===== config.mk =====
export PLATFORM = sky130hd
export DESIGN_NAME = aes_block_io
export DESIGN_NICKNAME = d
export VERILOG_FILES = /design/src/rtl/aes_block_io.sv
export SDC_FILE = /design/constraint.sdc
export NUM_CORES = 1
export LEC_CHECK = 0
export ABC_AREA = 1
export BUFFER_PORTS_ARGS = -buffer_cell sky130_fd_sc_hd__buf_2
export CAP_MARGIN = 30
export CORE_UTILIZATION = 45
export DETAILED_ROUTE_END_ITERATION = 7
export GPL_TIMING_DRIVEN = 0
export PLACE_DENSITY = 0.71
export REMOVE_ABC_BUFFERS = 1
export SLEW_MARGIN = 30
export SYNTH_ARGS = -nofsm -noshare
export SYNTH_HDL_FRONTEND = slang
export SYNTH_SLANG_ARGS = --single-unit

===== constraint.sdc =====
create_clock -name clk -period 1.7 [get_ports clk]
set_input_delay 0.17 -clock clk [delete_from_list [all_inputs] [get_ports clk]]
set_output_delay 0.17 -clock clk [all_outputs]
set_load 0.1 [all_outputs]

===== src/rtl/aes_block_io.sv =====
// aes_block_io: 32-bit host word interface around a 128-bit AES encryption core.
// Packs four plaintext words, issues a one-cycle start, waits for the controller's
// done count, then streams the captured ciphertext back as four words.
// Optional feature: define AES_IO_TIMEOUT_EN to abort a WAIT that lasts
// TIMEOUT_CYCLES cycles without completion.
module aes_block_io #(
  parameter int TIMEOUT_CYCLES = 64
) (
  input  logic         clk,
  input  logic         n_rst,
  input  logic         in_valid,
  input  logic [31:0]  in_data,
  output logic         in_ready,
  output logic         encrypt_enable,
  output logic [127:0] data_in,
  input  logic [3:0]   count,
  input  logic [127:0] encrypted_out,
  output logic         out_valid,
  output logic [31:0]  out_data,
  input  logic         out_ready,
  output logic         busy,
  output logic         timeout_err
);

  localparam logic [1:0] LOAD  = 2'b00;
  localparam logic [1:0] ISSUE = 2'b01;
  localparam logic [1:0] WAIT  = 2'b10;
  localparam logic [1:0] DRAIN = 2'b11;

  // Round count value the controller shows once the ciphertext is ready.
  localparam logic [3:0] DONE_CNT = 4'b1010;

  logic [1:0]   state_q, state_d;
  logic [1:0]   in_cnt_q;
  logic [1:0]   out_cnt_q;
  logic [127:0] data_q;
  logic [127:0] result_q;
  logic [31:0]  out_word;
  logic         in_fire;
  logic         out_fire;
  logic         wait_done;
  logic         tmo_hit;

  // in_ready is also gated by n_rst so it is low for the whole reset window.
  assign in_ready       = (state_q == LOAD) && n_rst;
  assign encrypt_enable = (state_q == ISSUE);
  assign out_valid      = (state_q == DRAIN);
  assign busy           = (state_q != LOAD);
  assign data_in        = data_q;

  assign in_fire   = in_valid && in_ready;
  assign out_fire  = out_valid && out_ready;
  // The done count only matters in WAIT; elsewhere it is ignored.
  assign wait_done = (state_q == WAIT) && (count == DONE_CNT);

`ifdef AES_IO_TIMEOUT_EN
  localparam int TW = $clog2(TIMEOUT_CYCLES + 1);

  logic [TW-1:0] tmo_q;
  logic          tmo_err_q;

  // Completion has priority: a timeout is only taken when done is absent.
  assign tmo_hit     = (state_q == WAIT) && (tmo_q == TW'(TIMEOUT_CYCLES - 1)) && !wait_done;
  assign timeout_err = tmo_err_q;

  // Cycle counter for WAIT, cleared in ISSUE so it starts at 0 on WAIT entry.
  always_ff @(posedge clk or negedge n_rst) begin
    if (!n_rst) begin
      tmo_q <= '0;
    end else if (state_q == ISSUE) begin
      tmo_q <= '0;
    end else if (state_q == WAIT) begin
      tmo_q <= tmo_q + TW'(1);
    end
  end

  // One-cycle abort pulse, raised on the edge that returns the FSM to LOAD.
  always_ff @(posedge clk or negedge n_rst) begin
    if (!n_rst) begin
      tmo_err_q <= 1'b0;
    end else begin
      tmo_err_q <= tmo_hit;
    end
  end
`else
  assign tmo_hit     = 1'b0;
  assign timeout_err = 1'b0;
`endif

  // Next-state logic for the LOAD -> ISSUE -> WAIT -> DRAIN cycle.
  always_comb begin
    state_d = state_q;
    case (state_q)
      LOAD:    if (in_fire && (in_cnt_q == 2'd3)) state_d = ISSUE;
      ISSUE:   state_d = WAIT;
      WAIT: begin
        if (wait_done) begin
          state_d = DRAIN;
        end else if (tmo_hit) begin
          state_d = LOAD;
        end
      end
      DRAIN:   if (out_fire && (out_cnt_q == 2'd3)) state_d = LOAD;
      default: state_d = LOAD;
    endcase
  end

  // State register.
  always_ff @(posedge clk or negedge n_rst) begin
    if (!n_rst) begin
      state_q <= LOAD;
    end else begin
      state_q <= state_d;
    end
  end

  // Input word counter; wraps to 0 on the 4th transfer.
  always_ff @(posedge clk or negedge n_rst) begin
    if (!n_rst) begin
      in_cnt_q <= 2'd0;
    end else if (in_fire) begin
      in_cnt_q <= in_cnt_q + 2'd1;
    end
  end

  // Plaintext packing, first word into the most significant slot; only written
  // in LOAD so data_in stays put through ISSUE, WAIT and DRAIN.
  always_ff @(posedge clk or negedge n_rst) begin
    if (!n_rst) begin
      data_q <= '0;
    end else if (in_fire) begin
      case (in_cnt_q)
        2'd0:    data_q[127:96] <= in_data;
        2'd1:    data_q[95:64]  <= in_data;
        2'd2:    data_q[63:32]  <= in_data;
        default: data_q[31:0]   <= in_data;
      endcase
    end
  end

  // Ciphertext capture when the controller reports done in WAIT.
  always_ff @(posedge clk or negedge n_rst) begin
    if (!n_rst) begin
      result_q <= '0;
    end else if (wait_done) begin
      result_q <= encrypted_out;
    end
  end

  // Output word counter; advances only on an accepted word so stalls hold the word.
  always_ff @(posedge clk or negedge n_rst) begin
    if (!n_rst) begin
      out_cnt_q <= 2'd0;
    end else if (out_fire) begin
      out_cnt_q <= out_cnt_q + 2'd1;
    end
  end

  // Ciphertext word select, most significant word first; zero outside DRAIN.
  always_comb begin
    out_word = 32'd0;
    case (out_cnt_q)
      2'd0:    out_word = result_q[127:96];
      2'd1:    out_word = result_q[95:64];
      2'd2:    out_word = result_q[63:32];
      default: out_word = result_q[31:0];
    endcase
  end

  assign out_data = out_valid ? out_word : 32'd0;

endmodule

==> results.py <==
metrics = {
    "status": {
        "violations": "setup timing",
        "status": "finished, violations left",
    },
    "yosys": {
        "synth_area_sq_um": 11200,
        "ys_ff_latch": 262,
        "synth.distinct_cells": 24,
        "synth_edf_count": 0,
        "synth_top_cell_area_share": 0.586,
        "ys_top_cells_by_area": "dfrtp_1 59%, nand2_1 11%, o21ai_1 7.6%, inv_1 5.7%, o21ai_0 3.5%",
        "synthCells": 1222,
        "syn_avg_cell_area_sq_um": 9.15,
        "ys.flop_type": "dfrtp_1",
        "post-synth-top-area-cell": "dfrtp_1",
        "yosys_warnings": 0,
        "synth-seq-area-share": 0.586,
        "async_reset_ff_frac": 1.00,
        "yosysMostFrequentCell": "nand2_1",
        "synth_common_cells": "332 x nand2_1, 262 x dfrtp_1, 171 x inv_1",
    },
    "sta": {
        "slew_headroom": 0.549,
        "layout_min_cycle_time_ns": 2.50,
        "finalWorstSetupSlack_ns": -0.798,
        "timing.fmax_ghz": 0.400,
        "setup-tns-final_ns": -79.53,
        "setup_violations": 247,
        "fin_skew_ns": 0.0211,
        "finalHoldViolations": 0,
        "tightest_slew_ns": 0.675,
        "rsz0062_at_grt": "true",
        "finalCritPeriodShare": 1.47,
        "report.final.slew_viol_count": 0,
    },
    "floorplan": {
        "die_area_sq_um": 25500,
        "pin_count": 333,
        "core_sq_um": 24300,
        "die_w_um": 160,
        "fp.dieH_um": 160,
        "fp-row-count": 57,
        "start_util": 0.460,
    },
    "worst_hold_path": {
        "min_delay_worst_endpoint": "result_q[5]",
        "hp-start": "count[0]",
        "holdCritPathClass": "input port to flop",
        "hold_depth": 4,
    },
    "worst_setup_path": {
        "critPathMaxFanout": 6,
        "r2r-start": "state_q[0]",
        "required_ns": 1.53,
        "critPathTopFamily": "buffers and inverters",
        "arrival_ns": 2.33,
        "reg2reg_to": "data_in[114]",
        "path_cells": "buf_4, ha_4, buf_12, nand2_2, a31oi_4, buf_12",
        "r2r_cells": 11,
        "endpoint_kind": "output pin",
        "start_kind": "flop",
        "cp.depth": 6,
        "crit_slowest_cell": "dfrtp_2",
        "r2r_slack_ns": -0.27,
        "path_buf_inv": 3,
        "critical_path_class": "flop to output pin",
        "cp_common_cell": "buf_12",
        "max_stage_delay_ns": 0.46,
    },
    "route": {
        "wl_per_cell_um": 28.2,
        "final_antenna_net_count": 0,
        "vias": 13500,
        "wl_mm": 61.8,
        "drtIter0Drc": 1719,
        "drt_pass1_iterations": 6,
        "drc": 0,
        "viasPerCell": 6.14,
    },
    "placed_design": {
        "place.port_buffers": 331,
        "pre_cts_ws_ns": -0.951,
        "place_hpwl_mm": 20.1,
        "gp_congestion": 0.863,
    },
    "grt": {
        "grt.total_usage": 0.370,
        "grt_overflow": 0,
        "grt_pass1_wl_mm": 72.6,
        "antenna_found_initial": 4,
        "grt_start_max_net_pins": 88,
        "grt_pass1_vias": 12800,
    },
    "finish": {
        "nFillCells": 1029,
        "drive_above_1_share": 0.515,
        "area_delta_synth_final_pct": 85.0,
        "final_nets": 2022,
    },
    "clock_tree": {
        "cts_tree": "done",
        "cts.sinks": 262,
        "path_clk_slew_ns": 0.08,
        "cts.path.max_buffers": 3,
        "clock_latency_ns": 0.58,
        "clockRootBuffer": "clkbuf_16",
        "numCtsBuffers": 29,
        "cts_htree_levels": 1,
    },
    "power_and_ir_drop": {
        "p_per_area_nw_per_um2": 2250,
        "p_leak_uw": 0.00999,
        "peakVddDrop_v": 0.00278,
    },
    "job": {
        "cap_violations": 0,
    },
}
==> through the flow <==
| step | utilization | power [uW] | instance area (sq um) | hold WS (ns) | cells |
|---|---|---|---|---|---|
| finish | 0.851 | 46600 | 20700 | 0.127 | 2191 |
| floorplan | - | 26400 | 10700 | -0.126 | 1149 |
| global route | 0.850 | 47500 | 20700 | 0.139 | 2189 |
| global placement | 0.525 | 30000 | 12800 | 0.410 | 1804 |
| detailed placement | 0.540 | 30500 | 13100 | 0.105 | 1820 |
| CTS | 0.754 | 40800 | 18300 | 0.110 | 2130 |
==> kinds of logic after synthesis <==
logic type	synth area share
buffers and inverters	0.0996
and+or+nand+nor	0.121
adders and majority gates	0.0157
other	0.000335
DFF	0.586
xor gates and xnor gates	0.00157
AOI/OAI and AO/OA	0.176
==> state kept, by name, summed over array words and instances (netlist names) <==
name and flops:
out_cnt_q 2, state_q 2, in_cnt_q 2, result_q 128, data_in 128
==> routing by layer <==
| layer | up-vias | part of all wire | GRT usage |
|---|---|---|---|
| li1 | 5196 | - | - |
| met1 | 6336 | 0.31 | 0.429 |
| met5 | - | 0.00019 | 0 |
| met3 | 530 | 0.15 | 0.105 |
| met2 | 1397 | 0.45 | 0.625 |
| met4 | 2 | 0.096 | 0.189 |
==> layout make-up <==
cell class                      count  area (sq um)  area share
Tap cell                          324           405      0.0196
Inverter                          171           678      0.0328
Clock inverter                     16           196     0.00950
Antenna cell                        4          10.0    0.000484
Clock buffer                       38           800      0.0386
Sequential cell                   262          6560       0.317
Multi-Input combinational cell    740          5810       0.281
Timing Repair inverter              3          52.6     0.00254
Timing Repair Buffer              633          6170       0.298
==> worst max path at each step <==
stage / start / to / slack (ns)
finish: out_cnt_q[1] / out_data[25] / -0.80
global route: out_cnt_q[1] / out_data[25] / -0.79
CTS: out_cnt_q[1] / out_data[3] / -0.53
detailed placement: n_rst / data_in[20] / -0.95
global placement: n_rst / state_q[1] / -7.71
floorplan: state_q[0] / result_q[0] / -4.52
==> worst reg2reg max path, stage by stage (launching register included) <==
cell and delay [ns]:
dfrtp_2 0.44, buf_6 0.14, clkinv_8 0.04, buf_12 0.08, ha_4 0.17, nand2_4 0.09, nor2_8 0.13, buf_12 0.13
buf_12 0.15, buf_8 0.14, nand2_8 0.12, o21ai_1 0.25
==> layout by cell type, fill, tap and decap left out, types with 5 or more instances in the layout <==
cell,netlist,final
clkinv_2,0,7
clkbuf_1,19,5
nand2_2,1,97
dfrtp_1,262,258
buf_8,0,10
ha_4,0,11
a31oi_4,0,6
o21ai_4,0,14
buf_12,0,40
a21oi_2,0,14
a21oi_1,33,15
a31oi_1,32,10
buf_4,1,22
nand3_4,0,6
buf_6,12,54
o21ai_0,79,21
buf_2,35,294
o21ai_1,169,84
clkbuf_16,0,45
nand2_1,332,174
inv_1,171,164
a31oi_2,0,16
nand2_8,0,23
nand2_4,3,62
o21ai_2,41,170
buf_16,0,33
clkbuf_8,6,5
dlygate4sd3_1,0,162
==> power by group <==
group	switching, uW	internal [uW]	total (uW)
Combinational	20800	7310	28100
Clock	2950	3930	6880
Sequential	2620	8940	11600
==> timing repair <==
action,CTS,global route
setup buffers,48,43
resized for setup,335,428
gates cloned,42,31
endpoints found under the setup margin,273,296
endpoints found under the hold margin,369,144
hold buffers,167,1
pin swaps,25,42
No activity file was read; power rests on OpenSTA's default activity.
